==> config.mk <==
export PLATFORM = sky130hd
export DESIGN_NAME = fwd_hazard_unit
export DESIGN_NICKNAME = d
export VERILOG_FILES = /design/src/rtl/pipe_pkg.sv /design/src/rtl/div_stall_fsm.sv /design/src/rtl/fwd_hazard_unit.sv
export SDC_FILE = /design/constraint.sdc
export NUM_CORES = 1
export LEC_CHECK = 0
export CAP_MARGIN = 20
export CORE_MARGIN = 3
export CORE_UTILIZATION = 43
export CTS_CLUSTER_SIZE = 28
export DETAILED_ROUTE_END_ITERATION = 8
export GPL_TIMING_DRIVEN = 0
export PLACE_DENSITY = 0.72
export SYNTH_ARGS = -nofsm -noshare
export SYNTH_HDL_FRONTEND = slang
export SYNTH_SLANG_ARGS = --single-unit
==> constraint.sdc <==
create_clock -name clk -period 2.25 [get_ports clk]
set_clock_uncertainty 0.1 [all_clocks]
set_input_delay 0.5625 -clock clk [delete_from_list [all_inputs] [get_ports clk]]
set_output_delay 0.5625 -clock clk [all_outputs]
set_load 0.02 [all_outputs]
==> src/rtl/pipe_pkg.sv <==
// Shared types for the pipeline hazard/forwarding controller: forward codes,
// divider FSM states and the per-stage destination-tracking record.
package pipe_pkg;

  // Slot register fields are stored at this width; narrower REG_AW values zero-extend.
  localparam int unsigned RegAwMax = 8;

  typedef logic [RegAwMax-1:0] reg_t;

  typedef enum logic [1:0] {
    FWD_RF  = 2'b00,
    FWD_WB  = 2'b01,
    FWD_MEM = 2'b10
  } fwd_e;

  typedef enum logic [1:0] {
    DivIdle,
    DivBusy,
    DivDone
  } div_state_e;

  typedef struct packed {
    logic valid;
    reg_t rs;
    reg_t rt;
    logic use_rs;
    logic use_rt;
    reg_t dst;
    logic regwrite;
    logic load;
  } slot_t;

  // MEM wins over WB; a load in MEM has no ALU result yet, so it falls through to WB.
  function automatic fwd_e fwd_select(input logic use_op, input reg_t op,
                                      input slot_t mem, input slot_t wb);
    fwd_e sel;
    sel = FWD_RF;
    if (use_op) begin
      if (mem.valid && mem.regwrite && !mem.load && (mem.dst != '0) && (mem.dst == op)) begin
        sel = FWD_MEM;
      end else if (wb.valid && wb.regwrite && (wb.dst != '0) && (wb.dst == op)) begin
        sel = FWD_WB;
      end
    end
    return sel;
  endfunction

endpackage

==> src/rtl/div_stall_fsm.sv <==
// Multi-cycle divider sequencer: freezes the front of the pipeline while the
// divide runs, then strobes done for one cycle.
module div_stall_fsm
  import pipe_pkg::*;
#(
  parameter int unsigned DIV_CYCLES = 32
) (
  input  logic clk,
  input  logic rst,
  input  logic start_i,
  output logic busy_o,
  output logic done_o,
  output logic freeze_o
);

  localparam logic [7:0] CntLoad = 8'(DIV_CYCLES - 2);

  div_state_e state_q, state_d;
  logic [7:0] cnt_q, cnt_d;

  always_ff @(posedge clk or posedge rst) begin
    if (rst) begin
      state_q <= DivIdle;
      cnt_q   <= '0;
    end else begin
      state_q <= state_d;
      cnt_q   <= cnt_d;
    end
  end

  always_comb begin
    state_d = state_q;
    cnt_d   = cnt_q;
    unique case (state_q)
      DivIdle: begin
        if (start_i) begin
          state_d = DivBusy;
          cnt_d   = CntLoad;
        end
      end
      DivBusy: begin
        if (cnt_q == '0) begin
          state_d = DivDone;
        end else begin
          cnt_d = cnt_q - 8'd1;
        end
      end
      DivDone: begin
        // A div queued right behind the finishing one restarts without an idle cycle.
        if (start_i) begin
          state_d = DivBusy;
          cnt_d   = CntLoad;
        end else begin
          state_d = DivIdle;
        end
      end
      default: state_d = DivIdle;
    endcase
  end

  always_comb begin
    busy_o   = (state_q == DivBusy);
    done_o   = (state_q == DivDone);
    freeze_o = (state_q == DivBusy);
  end

endmodule

==> src/rtl/fwd_hazard_unit.sv <==
// Hazard and forwarding controller for the 5-stage pipeline: tracks EX/MEM/WB
// destinations, drives the EX operand mux selects and generates stalls/bubbles.
module fwd_hazard_unit
  import pipe_pkg::*;
#(
  parameter int unsigned REG_AW     = 5,
  parameter int unsigned DIV_CYCLES = 32
) (
  input  logic              clk,
  input  logic              rst,
  input  logic              id_valid,
  input  logic [REG_AW-1:0] id_rs,
  input  logic [REG_AW-1:0] id_rt,
  input  logic              id_use_rs,
  input  logic              id_use_rt,
  input  logic [REG_AW-1:0] id_dst,
  input  logic              id_regwrite,
  input  logic              id_load,
  input  logic              id_div,
  output logic [1:0]        fwd_a_sel,
  output logic [1:0]        fwd_b_sel,
  output logic              stall_if,
  output logic              stall_id,
  output logic              stall_ex,
  output logic              flush_ex,
  output logic              div_busy,
  output logic              div_done
);

  slot_t id_slot;
  slot_t ex_q, ex_d;
  slot_t mem_q, mem_d;
  slot_t wb_q, wb_d;
  logic  freeze;
  logic  load_use;
  logic  div_start;

  always_comb begin
    id_slot = '0;
    if (id_valid) begin
      id_slot.valid    = 1'b1;
      id_slot.rs       = reg_t'(id_rs);
      id_slot.rt       = reg_t'(id_rt);
      id_slot.use_rs   = id_use_rs;
      id_slot.use_rt   = id_use_rt;
      id_slot.dst      = reg_t'(id_dst);
      id_slot.regwrite = id_regwrite;
      id_slot.load     = id_load;
    end
  end

  always_comb begin
    load_use = ex_q.valid && ex_q.load && (ex_q.dst != '0) && id_slot.valid &&
               ((id_slot.use_rs && (id_slot.rs == ex_q.dst)) ||
                (id_slot.use_rt && (id_slot.rt == ex_q.dst)));
    // The divider freeze masks load-use: the EX slot is held, not bubbled.
    stall_ex  = freeze;
    flush_ex  = load_use && !freeze;
    stall_if  = freeze || flush_ex;
    stall_id  = freeze || flush_ex;
    div_start = id_valid && id_div && !stall_ex && !flush_ex;
  end

  always_comb begin
    if (flush_ex) begin
      ex_d = '0;
    end else if (stall_ex) begin
      ex_d = ex_q;
    end else begin
      ex_d = id_slot;
    end
    mem_d = stall_ex ? '0 : ex_q;
    wb_d  = mem_q;
  end

  always_ff @(posedge clk or posedge rst) begin
    if (rst) begin
      ex_q  <= '0;
      mem_q <= '0;
      wb_q  <= '0;
    end else begin
      ex_q  <= ex_d;
      mem_q <= mem_d;
      wb_q  <= wb_d;
    end
  end

  always_comb begin
    fwd_a_sel = fwd_select(ex_q.use_rs, ex_q.rs, mem_q, wb_q);
    fwd_b_sel = fwd_select(ex_q.use_rt, ex_q.rt, mem_q, wb_q);
  end

  div_stall_fsm #(
    .DIV_CYCLES(DIV_CYCLES)
  ) u_div_stall_fsm (
    .clk     (clk),
    .rst     (rst),
    .start_i (div_start),
    .busy_o  (div_busy),
    .done_o  (div_done),
    .freeze_o(freeze)
  );

endmodule

=== After elaboration in Yosys (flattened, before gate mapping) ===
Index checks and enable logic that the tools add are counted.

* Input bits: 23
* Register bits: 60
* Logic and storage cells: 81
* Memory bits (read-only): 0
* RAM bits: 0
* Output and inout port bits: 10
* Memories kept: 0
* Bits in latches: 0

* Bitwise gates (word level): 0
* Div/mod/pow operators: 0
* Eq/ne operators: 13
* Shifts and indexed selects: 0
* Multiplexer cells: 17
* Order comparisons: 0
* Add/subtract/negate cells: 1
* Reduce and logical (&&, ||, !) cells: 33
* Multiply operators: 0

{| class="wikitable"
|+ Operators by type and width
! kind !! number
|-
| $mux W29 || 4
|-
| $eq A8 B8 Y1 || 6
|-
| $reduce_bool A8 Y1 || 3
|-
| $logic_and A1 B1 Y1 || 19
|-
| $mux W8 || 2
|-
| $pmux W8 S2 || 1
|-
| $mux W2 || 6
|-
| $logic_not A8 Y1 || 1
|-
| $sub A8 B1 Y8 const B || 1
|-
| $ne A2 B1 Y1 const B || 3
|-
| $pmux W2 S3 || 1
|-
| $ne A2 B2 Y1 const B || 2
|-
| $logic_not A1 Y1 || 3
|-
| $mux W1 || 3
|-
| $reduce_and A3 Y1 || 1
|-
| $eq A2 B1 Y1 const B || 1
|-
| $eq A2 B2 Y1 const B || 1
|-
| $logic_not A2 Y1 || 1
|-
| $logic_or A1 B1 Y1 || 2
|-
| $reduce_and A2 Y1 || 1
|-
| $reduce_bool A2 Y1 || 1
|-
| $reduce_or A2 Y1 || 1
|}

=== Logic depth before layout (Yosys ltp) ===
Gate-level depths: netlist of the first run.

* Depth after elaboration: 10
* Gate-level depth with buffers: 8
* Depth with buffers taken out: 7

=== Cells and area by module ===
Synthesis of the first run repeated with hierarchy kept, for this count alone.

* Cell total of the unflattened synthesis: 239
* Area, all modules: 2404.8 sq um

{| class="wikitable"
|+ By module, submodules not included
! module !! sequential area each (sq um) !! times used !! cells each !! area each (sq um)
|-
| fwd_hazard_unit || 875.8 || 1 || 183 || 1830.5
|-
| div_stall_fsm || 250.2 || 1 || 56 || 574.3
|}

=== Worst setup path before layout of the first run ===
No wires, ideal clock.

* Path kind: in2out
* Start: input port id_valid
* End: output port flush_ex
* Required time: 1.587 ns
* Cell stages on the path: 7
* Path slack: -0.243 ns
* Arrival: 1.831 ns
* Buffers on the path: 2
* Cells stage by stage: buf_6 -> nand2_1 -> xor2_1 -> o211ai_4 -> a21boi_4 -> buf_6 -> and2_1

* Longest elaborated chain between the ends: 6
* Elaborated cells between the ends (all ways): 9
* Those cells by class: eq/ne: 2; mux: 1; reduce/logical: 6

{| class="wikitable"
|+ RTL lines
! element !! line !! source
|-
| start: declaration || fwd_hazard_unit.sv:11 || <nowiki>input logic id_valid,</nowiki>
|-
| $mux W29 (*) || fwd_hazard_unit.sv:40 || <nowiki>if (id_valid) begin</nowiki>
|-
| $eq A8 B8 Y1 (on tied branches) || fwd_hazard_unit.sv:54, fwd_hazard_unit.sv:55 ||
|-
| $logic_and A1 B1 Y1 (on tied branches) || fwd_hazard_unit.sv:54, fwd_hazard_unit.sv:55 ||
|-
| $logic_or A1 B1 Y1 || fwd_hazard_unit.sv:54 || <nowiki>((id_slot.use_rs && (id_slot.rs == ex_q.dst)) ||</nowiki>
|-
| $logic_and A1 B1 Y1 (*) || fwd_hazard_unit.sv:53 || <nowiki>load_use = ex_q.valid && ex_q.load && (ex_q.dst != '0) && id_slot.valid &&</nowiki>
|-
| $logic_and A1 B1 Y1 (*) || fwd_hazard_unit.sv:58 || <nowiki>flush_ex = load_use && !freeze;</nowiki>
|-
| end: declaration || fwd_hazard_unit.sv:25 || <nowiki>output logic flush_ex,</nowiki>
|}

Every way passes the cells marked *; elsewhere a longest branch is shown, timed or not.

=== Final worst setup path of the first run ===
* Start: register ex_q[5] in the netlist's numbering
* End: output port flush_ex

* Longest elaborated chain between the ends: 5
* Elaborated cells between the ends (all ways): 10
* Those cells by class: eq/ne: 2; reduce/logical: 8

{| class="wikitable"
|+ RTL lines
! element !! line !! source
|-
| start: declaration || fwd_hazard_unit.sv:31 || <nowiki>slot_t ex_q, ex_d;</nowiki>
|-
| start signal: assignment || fwd_hazard_unit.sv:78 || <nowiki>ex_q <= '0;</nowiki>
|-
| start signal: assignment || fwd_hazard_unit.sv:82 || <nowiki>ex_q <= ex_d;</nowiki>
|-
| $eq A8 B8 Y1 (tied with other cells) || fwd_hazard_unit.sv:54 ||
|-
| $logic_and A1 B1 Y1 (on tied branches) || fwd_hazard_unit.sv:54, fwd_hazard_unit.sv:53, fwd_hazard_unit.sv:55 ||
|-
| $logic_or A1 B1 Y1 / $logic_and A1 B1 Y1 (equally long branches) || fwd_hazard_unit.sv:54, fwd_hazard_unit.sv:53 ||
|-
| $logic_and A1 B1 Y1 (*) || fwd_hazard_unit.sv:53 ||
|-
| $logic_and A1 B1 Y1 (*) || fwd_hazard_unit.sv:58 ||
|}

Marked as above.

==> results of run 1 <==
kinds of logic after synthesis:
logic type,after synthesis
and+or+nand+nor,102
DFF,45
muxes,1
adders and majority gates,2
xor gates and xnor gates,28
buffers and inverters,21
AOI/OAI and AO/OA,55
how the worst min path moves through the flow:
stage | endpoint | slack, ps | cells after the start
6_report | wb_q[28] | 290 | 0
5_1_grt | wb_q[28] | 290 | 0
4_1_cts | wb_q[28] | 290 | 0
3_5_place_dp | wb_q[28] | 270 | 0
3_3_place_gp | wb_q[28] | 260 | 0
2_1_floorplan | wb_q[1] | 250 | 0
layout by cell type, fill, tap and decap left out, types with 3 or more instances in the layout:
master           count
o31ai_1              7
buf_6               10
nand2_1             39
xor2_2               4
clkbuf_8             5
nor3_1               7
buf_4               23
and2_1              10
inv_1                4
o21ai_0              4
nor3_2               4
buf_8                3
dfrtp_2              4
a211oi_1             5
dlygate4sd2_1        5
clkdlybuf4s50_1     10
xor2_1              16
nor2_1               5
o31ai_2             14
xnor2_1              7
nand2_2              4
dfrtp_1             41
nand3_1             10
clkdlybuf4s15_1      3
a21oi_1              6
clkbuf_1             5
routing by layer:
| metal | share of wire, % | GRT usage (%) |
|---|---|---|
| met4 | 1.3 | 6.09 |
| met2 | 49 | 31.4 |
| met3 | 6.3 | 3.77 |
| met5 | 0 | 0 |
| met1 | 43 | 27.8 |
sequential cells by signal (all words and copies together) (netlist names):
signal	cells
mem_q	8
u_div_stall_fsm.cnt_q	8
ex_q	20
wb_q	7
u_div_stall_fsm.state_q	2
worst reg2reg max path: cells and delay by family (launching register included):
| kind | cells | cell delay (ps) |
|---|---|---|
| AO/OA/AOI/OAI | 3 | 550 |
| buffers and inverters | 1 | 130 |
| adder cells (fa/ha/maj) | 1 | 210 |
| AND/OR/NAND/NOR | 2 | 660 |
| flip-flops | 1 | 380 |
per-stage QoR:
stage	setup WS, ps	power, mW	hold WS [ps]	util [%]
floorplan	-138	2.65	254	-
global placement	-1570	3.02	259	53.4
detailed placement	-1570	3.09	268	53.8
CTS	-304	3.91	286	60.5
global route	-432	4.28	293	61.6
finish	-316	3.99	289	61.6
repair_timing:
item / 4_1_cts / 5_1_grt
setup endpoints to repair: 28 / 9
gates cloned: 1 / 0
hold buffers: 0 / 0
buffers inserted: 18 / 2
gates resized for setup: 103 / 15
pin swaps: 20 / 8
power groups by stage:
stage	clock network, mW	logic, mW	registers [mW]
2_1_floorplan	0	1.25	1.40
3_3_place_gp	0	1.53	1.50
3_5_place_dp	0	1.57	1.51
4_1_cts	0.607	1.80	1.50
5_1_grt	0.650	2.07	1.57
6_report	0.600	1.88	1.52
cell type report:
| class | instances | area (µm²) |
|---|---|---|
| clock buffer | 5 | 68.8 |
| tap | 72 | 90.1 |
| clock inverter | 2 | 35.0 |
| sequential | 45 | 1130 |
| buffer | 14 | 141 |
| timing repair buffer | 54 | 497 |
| inverter | 6 | 22.5 |
| multi-input combinational | 188 | 1490 |
| fill | 445 | 2170 |
==> metrics.txt, run 1 <==
run status finished, violations left; failing checks negative setup slack; Pint roughly 2.4 mW; Worst R2R Path Depth 7; HPWL after DPL ~4.5 mm; Worst-Skew Late Latency 300 ps; predominant post-synthesis flop cell dfrtp_1; CP Capture Point flush_ex; pin count of the biggest net entering global routing 39; Least-Margin Pin Slew 782 ps; #FFs+latches synth 45; CP startpoint ex_q[5]; final setup margin -316 ps; maximum vdd drop approximately 450 µV; Die X between 80 and 90 µm; Synth top cells by count 45 x dfrtp_1, 43 x nand2_1, 20 x xor2_1; Detail Route Antenna Nets 0; CP Launch Type flop; Synth Area in Compound Gates between 10% and 20%; first-pass iteration count of the detailed router 4; Slew Limit Fails 0; total global routing overflow 0; row count 27; count leader, synth dfrtp_1; average size of a mapped cell 10.1 µm²; core area between 5000 and 6000 µm²; Hold Path Class flop to flop; post-route cell area 3470 µm²; ys async rst share 100%; vias in the first global route 2197; clock sink count 45; CTS max path bufs 2; Synth Area in Adders less than 1%; GP Congestion about 0.9; Crit Path Class flop to output port; htree depth 2; RSZ-0062 raised after global routing true; endpoints failing hold 0; CP peak stage delay 450 ps; clock period minus worst slack 2570 ps; Fmax achieved ~400 MHz; proportion of layout cells with a drive suffix above 1 between 30% and 40%; drt total wl around 6.4 mm; post-synthesis mux area share 0.389%; largest area contributor in the netlist dfrtp_1; Num CTS Buffers 5; max-cap violations 0; Initial Utilization 45.6%; die height between 80 and 90 µm; Critical Path Fanout Max 5; simple-gate share of the synthesized area about a fifth; Critical Path AT approximately 1900 ps; critical path required time roughly 1600 ps; crit-path cells buf_6 > xor2_2 > nor3_2 > o211ai_2 > a21boi_4 > buf_8 > and2_4 > buf_6; R2R Path End u_div_stall_fsm.cnt_q[1]; cell family with most CP delay flip-flops; Power Density ~1100 nW/µm²; Diodes inserted 0; Cell Count Post-Placement 359; worst hold start mem_q[28]; number of synthesized flops with an enable pin 0; sum of negative setup slack -1620 ps; Flop pwr share 38.0%; Slowest cell on crit path dfrtp_2; Sw Share 40.7%; Crit path top cell by count buf_6; crit share post-route 114%; slack of the worst reg-to-reg path 90 ps; CTS tree yes; die area between 6000 and 7000 µm²; initial antenna violation count 0; post-synth cell types between 40 and 50; P_leak roughly 1.5 nW; clock slew at reported path FFs 80 ps; GRT Util Overall between 15 and 20%; Post-Syn Area roughly 2600 µm²; Placed Area ~3000 µm²; Post-Synth XOR/XNOR Area a little under a tenth; Synth top area share a little over two fifths; reg2reg start u_div_stall_fsm.cnt_q[0]; port bufs 32; Iter 0 DRT Violations approximately 140; syn nets 279; DRC Markers 0; Cell Count, Final, Fillers Out 386; largest family of logic cells by synthesized area simple AND/OR/NAND/NOR gates; Max-slew headroom between 40 and 50%; first-pass GRT wire length about 11 mm; Ports 33; Sw Pwr about 1.6 mW; drt wl/cell around 17 µm; WP buf/inv 3; vias per cell 5.52; Clock power frac between 10% and 20%; root buffer cell clkbuf_8; vias about 2100; Seq/Total Area, Yosys between 40% and 50%; endpoints failing setup 7; Levels on crit path 8; ranking of synthesized cells by area dfrtp_1 44%, o31ai_2 6.8%, xor2_1 6.8%, nand2_1 6.3%, and2_1 2.9%; Syn Inst Count between 200 and 300; Gate power share 47.0%; synth warn 0; fin nets ~340; Critical Path End Type output port; area grow syn2layout 34.9%
Power figures use the tool's default switching activity.
==> run 2: changes to the inputs <==
ABC_CLOCK_PERIOD_IN_PS = 2250   (was unset)
RECOVER_POWER = 100   (was unset)
==> run 2 against run 1 <==
Against the previous run:
- the run still ends with negative setup slack left
- total power decreased by 0.26%
- global-route usage unchanged
- fmax about the same
- critical path type unchanged
==> metrics.txt, run 2 (synthesized netlist as in run 1, its figures left out) <==
run status finished, violations left (unchanged); failing checks negative setup slack (unchanged); Num CTS Buffers 5 (unchanged); Largest register FFs 20 (unchanged); CTS tree yes (unchanged); Ports 33 (unchanged); P_leak 1.46 nW (was 1.47 nW); Most flops, register ex_q (unchanged); first-pass GRT wire length 11.0 mm (unchanged); max-cap violations 0 (unchanged); Diodes inserted 0 (unchanged); port bufs 32 (unchanged); GP Congestion 0.896 (unchanged); GRT Util Overall 19.9% (unchanged); Critical Path End Type output port (unchanged); slack of the worst reg-to-reg path 90 ps (about the same); Cell Count Post-Placement 359 (unchanged); die area 6950 µm² (unchanged); Flop pwr share 38.1% (was 38.0%); clock slew at reported path FFs 80 ps (about the same); Least-Margin Pin Slew 912 ps (was 782 ps); proportion of layout cells with a drive suffix above 1 33.8% (was 35.0%); Detail Route Antenna Nets 0 (unchanged); WHS Endpoint wb_q[28] (unchanged); total global routing overflow 0 (unchanged); endpoints failing hold 0 (unchanged); Clock power frac 15.1% (was 15.0%); vias in the first global route 2197 (unchanged); CP peak stage delay 450 ps (about the same); CP Launch Type flop (unchanged); worst hold start mem_q[28] (unchanged); drt total wl 6.46 mm (was 6.44 mm); cell family with most CP delay flip-flops (unchanged); first-pass iteration count of the detailed router 4 (unchanged); Cell Count, Final, Fillers Out 386 (unchanged); endpoints failing setup 7 (unchanged); fin nets 339 (unchanged); commonest cells after routing, fill and taps aside 41 x dfrtp_1, 39 x nand2_1, 20 x buf_4, 16 x xor2_1, 14 x o31ai_2 (was 41 x dfrtp_1, 39 x nand2_1, 23 x buf_4, 16 x xor2_1, 14 x o31ai_2); Gate power share 46.8% (was 47.0%); initial antenna violation count 0 (unchanged); Fmax achieved 389 MHz (was 390 MHz); Worst-Skew Late Latency 300 ps (about the same); die height 83.4 µm (unchanged); Hold Path Class flop to flop (unchanged); Worst R2R Path Depth 7 (unchanged); Die X 83.4 µm (unchanged); Worst Hold Depth 0 (unchanged); vias 2109 (was 2130); top flop regs ex_q (20), mem_q (8), u_div_stall_fsm.cnt_q (8) (unchanged); area grow syn2layout 33.9% (was 34.9%); clock sink count 45 (unchanged); Final Power 3.98 mW (was 3.99 mW); row count 27 (unchanged); Sw Share 40.8% (was 40.7%); pin count of the biggest net entering global routing 39 (unchanged); Crit Path Class flop to output port (unchanged); reg2reg start u_div_stall_fsm.cnt_q[0] (unchanged); Sw Pwr 1.63 mW (was 1.62 mW); Crit path top cell by count buf_6 (unchanged); WP buf/inv 3 (unchanged); Slowest cell on crit path dfrtp_2 (unchanged); maximum vdd drop 453 µV (was 454 µV); RSZ-0062 raised after global routing true (unchanged); Critical Path Fanout Max 5 (unchanged); # hold bufs at CTS 0 (unchanged); Power Density 1160 nW/µm² (was 1150 nW/µm²); DRC Markers 0 (unchanged); crit share post-route 114% (about the same); Pint 2.36 mW (was 2.37 mW); vias per cell 5.46 (was 5.52); R2R Path End u_div_stall_fsm.cnt_q[1] (unchanged); root buffer cell clkbuf_8 (unchanged); Initial Utilization 45.6% (unchanged); crit-path cells buf_6 > xor2_2 > nor3_2 > o211ai_2 > a21boi_4 > buf_8 > and2_4 > buf_6 (unchanged); Max-slew headroom 39.2% (was 47.9%); CTS max path bufs 2 (unchanged); core area 5640 µm² (unchanged); clock period minus worst slack 2570 ps (about the same); drt wl/cell 16.7 µm (about the same); critical path required time 1590 ps (about the same); Iter 0 DRT Violations 112 (was 143); Slew Limit Fails 0 (unchanged); commonest non-fill, non-tap cell in the layout dfrtp_1 (unchanged); final setup margin -318 ps (was -316 ps); htree depth 2 (unchanged); HPWL after DPL 4.46 mm (unchanged); Critical Path AT 1910 ps (was 1900 ps)
==> run 2: final cells by class <==
class	count	area, µm²
Timing Repair Buffer	54	470
Sequential cell	45	1130
Fill cell	453	2190
Clock buffer	5	68.8
Buffer	14	141
Tap cell	72	90.1
Inverter	6	22.5
Multi-Input combinational cell	188	1490
Clock inverter	2	35.0
==> run 2: timing repair <==
action	4_1_cts	5_1_grt
gates resized for setup	103	15
setup endpoints to repair	28	9
endpoints found under the hold margin	0	0
pin swaps	20	8
buffers inserted	18	2
gates cloned	1	0
==> run 2: worst max path at each step <==
stage,from,endpoint,cells after the start
after CTS,ex_q[5],stall_if,7
after floorplan,id_valid,flush_ex,7
after detailed placement,id_valid,flush_ex,9
after global routing,ex_q[5],flush_ex,8
final,ex_q[5],flush_ex,8
after global placement,id_valid,flush_ex,9
==> run 2: power by group through the flow <==
stage	logic [mW]	clock network (mW)	registers, mW
finish	1.86	0.600	1.52
floorplan	1.25	0	1.40
CTS	1.80	0.607	1.50
global route	2.05	0.650	1.57
global placement	1.53	0	1.50
detailed placement	1.57	0	1.51
==> run 2: per-layer routing <==
metal | routed length [µm] | global-route usage (%) | up-vias
met5 | 0 | 0 | -
met4 | 85 | 6.09 | 0
met3 | 346 | 3.77 | 9
met2 | 3140 | 31.4 | 64
met1 | 2890 | 27.8 | 1026
li1 | - | - | 1010
==> run 2: worst reg2reg max path: stages (launching register included) <==
cell and delay [ps]:
dfrtp_1 380, inv_1 130, ha_1 210, or4b_4 500
o21ai_2 220, nand2_1 150, a211oi_1 250, a211oi_1 80
==> run 2: metrics by stage <==
stage	setup slack (ps)	utilization (%)	TNS (ps)	area, µm²	hold WS [ps]
after floorplan	-138	-	-260	2600	254
after global placement	-1570	53.4	-35990	3010	259
after detailed placement	-1570	53.8	-19340	3030	268
after CTS	-304	60.5	-1740	3410	286
after global routing	-432	61.1	-2430	3450	293
final	-318	61.1	-1620	3450	289
==> run 3: changes to the inputs <==
PLACE_DENSITY = unset   (was 0.72)
PLACE_DENSITY_LB_ADDON = 0.2   (was unset)
==> run 3 against run 2 <==
Against the previous run:
- the run still ends with negative setup slack left
- critical path depth down 1
- flip-flop and latch count unchanged
- highest routed layer unchanged
- clock power down 11%
- hold slack worse by 8.5 ps
- combinational power down 7%
- total power down 5.2%
- die area unchanged
- cell count up 0.26%
- sequential power about the same
==> metrics.txt, run 3 (synthesized netlist as in run 1, its figures left out) <==
run status finished, violations left (unchanged); failing checks negative setup slack (unchanged); Largest register FFs 20 (unchanged); CTS max path bufs 2 (unchanged); Num CTS Buffers 5 (unchanged); Least-Margin Pin Slew 739 ps (was 912 ps); crit share post-route 117% (was 114%); P_leak 1.42 nW (was 1.46 nW); max-cap violations 0 (unchanged); endpoints failing setup 10 (was 7); Iter 0 DRT Violations 111 (was 112); die height 83.4 µm (unchanged); CTS tree yes (unchanged); vias per cell 5.58 (was 5.46); drt wl/cell 17.0 µm (was 16.7 µm); proportion of layout cells with a drive suffix above 1 30.2% (was 33.8%); clock period minus worst slack 2640 ps (was 2570 ps); first-pass iteration count of the detailed router 4 (unchanged); Die X 83.4 µm (unchanged); Detail Route Antenna Nets 0 (unchanged); maximum vdd drop 467 µV (was 453 µV); WHS 280 ps (was 289 ps); row count 27 (unchanged); pin count of the biggest net entering global routing 33 (was 39); Initial Utilization 45.6% (unchanged); # hold bufs at CTS 0 (unchanged); Slew Limit Fails 0 (unchanged); Fmax achieved 379 MHz (was 389 MHz); HPWL after DPL 4.46 mm (about the same); crit-path cells xor2_1 > nor3_2 > o211ai_2 > a21boi_4 > buf_8 > and2_4 > buf_6 (was buf_6 > xor2_2 > nor3_2 > o211ai_2 > a21boi_4 > buf_8 > and2_4 > buf_6); Cell Count, Final, Fillers Out 387 (was 386); commonest cells after routing, fill and taps aside 40 x dfrtp_1, 39 x nand2_1, 24 x buf_4, 17 x xor2_1, 17 x o31ai_1 (was 41 x dfrtp_1, 39 x nand2_1, 20 x buf_4, 16 x xor2_1, 14 x o31ai_2); port bufs 32 (unchanged); Ports 33 (unchanged); Critical Path Fanout Max 4 (was 5); critical path required time 1590 ps (about the same); RSZ-0062 raised after global routing true (unchanged); Max-slew headroom 50.7% (was 39.2%); drt total wl 6.57 mm (was 6.46 mm); clock slew at reported path FFs 90 ps (was 80 ps); area grow syn2layout 29.0% (was 33.9%); Slowest cell on crit path dfrtp_2 (unchanged); total global routing overflow 0 (unchanged); Critical Path End Type output port (unchanged); endpoints failing hold 0 (unchanged); Power Density 1140 nW/µm² (was 1160 nW/µm²); CP peak stage delay 460 ps (was 450 ps); top flop regs ex_q (20), mem_q (8), u_div_stall_fsm.cnt_q (8) (unchanged); vias 2161 (was 2109); Critical Path AT 1980 ps (was 1910 ps); core area 5640 µm² (unchanged); fin nets 339 (unchanged); initial antenna violation count 0 (unchanged); Worst-Skew Late Latency 300 ps (about the same); Diodes inserted 0 (unchanged); die area 6950 µm² (unchanged); Crit Path Class flop to output port (unchanged); vias in the first global route 2107 (was 2197); DRC Markers 0 (unchanged); clock sink count 45 (unchanged); first-pass GRT wire length 10.7 mm (was 11.0 mm); root buffer cell clkbuf_8 (unchanged); Cell Count Post-Placement 359 (unchanged); CP Launch Type flop (unchanged); GP Congestion 0.871 (was 0.896); Most flops, register ex_q (unchanged); htree depth 2 (unchanged); GRT Util Overall 19.6% (was 19.9%); final setup margin -390 ps (was -318 ps); Hold Path Class flop to flop (unchanged); commonest non-fill, non-tap cell in the layout dfrtp_1 (unchanged); Final Power 3.78 mW (was 3.98 mW)
-- run 3: cell types whose count changed in the layout (fill, tap and decap cells not counted), sizes merged --
cell,change
dlygate4sd2,-1
buf,+2
clkinv,+1
bufinv,-1
clkdlybuf4s50,-1
clkbuf,+1
-- run 3: metrics by stage --
| step | worst slack [ps] | setup TNS (ps) | area [µm²] | utilization [%] |
|---|---|---|---|---|
| 6_report | -390 | -2090 | 3320 | 58.9 |
| 4_1_cts | -301 | -1820 | 3410 | 60.4 |
| 3_3_place_gp | -1610 | -38840 | 3010 | 53.4 |
| 5_1_grt | -446 | -2870 | 3320 | 58.9 |
| 2_1_floorplan | -138 | -260 | 2600 | - |
| 3_5_place_dp | -1590 | -19660 | 3030 | 53.8 |
-- run 3: final cells by class --
class | count | area [µm²]
well taps | 72 | 90.1
flip-flops and latches | 45 | 1130
inverters | 6 | 22.5
multi-input cells | 188 | 1400
plain buffers | 13 | 116
repair buffers | 55 | 468
clock buffers | 6 | 82.6
clock inverters | 2 | 13.8
fillers | 519 | 2320
-- run 3: repair_timing --
item / CTS / global route
setup endpoints to repair: 30 / 10
pin swaps: 19 / 2
buffers inserted: 21 / 0
gates resized for setup: 111 / 8
cloned: 1 / 0
-- run 3: worst paths after layout --
check                      depth (start not counted)                  endpoint                     start  slack [ps]
max in group asynchronous                          3                   ex_q[5]                       rst         240
min                                                0                   wb_q[1]                  mem_q[1]         280
min in group asynchronous                          2                   ex_q[0]                       rst         630
max                                                7                  flush_ex                   ex_q[6]        -390
min reg2reg                                        0                   wb_q[1]                  mem_q[1]         280
max reg2reg                                        7  u_div_stall_fsm.cnt_q[0]  u_div_stall_fsm.cnt_q[0]         -80
-- run 3: worst max-delay path, delay by kind of cell (launching register included) --
family | cells | cell delay [ps]
flip-flops | 1 | 460
AO/OA/AOI/OAI | 2 | 420
AND/OR/NAND/NOR | 2 | 390
buffers and inverters | 2 | 240
XOR/XNOR | 1 | 160
-- run 3: layer usage --
layer / GRT usage, % / routed length [µm] / up-vias / share of wire [%]
met5: 0 / 0 / - / 0
met4: 8.47 / 186 / 0 / 2.8
met3: 4.96 / 377 / 17 / 5.7
met2: 30.7 / 3060 / 64 / 47
met1: 25.6 / 2950 / 1064 / 45
li1: - / - / 1016 / -
-- run 3: where the power goes --
group          total, mW  switching [mW]  internal (mW)
registers           1.52           0.376           1.14
clock network      0.532           0.282          0.249
logic               1.73           0.898          0.832
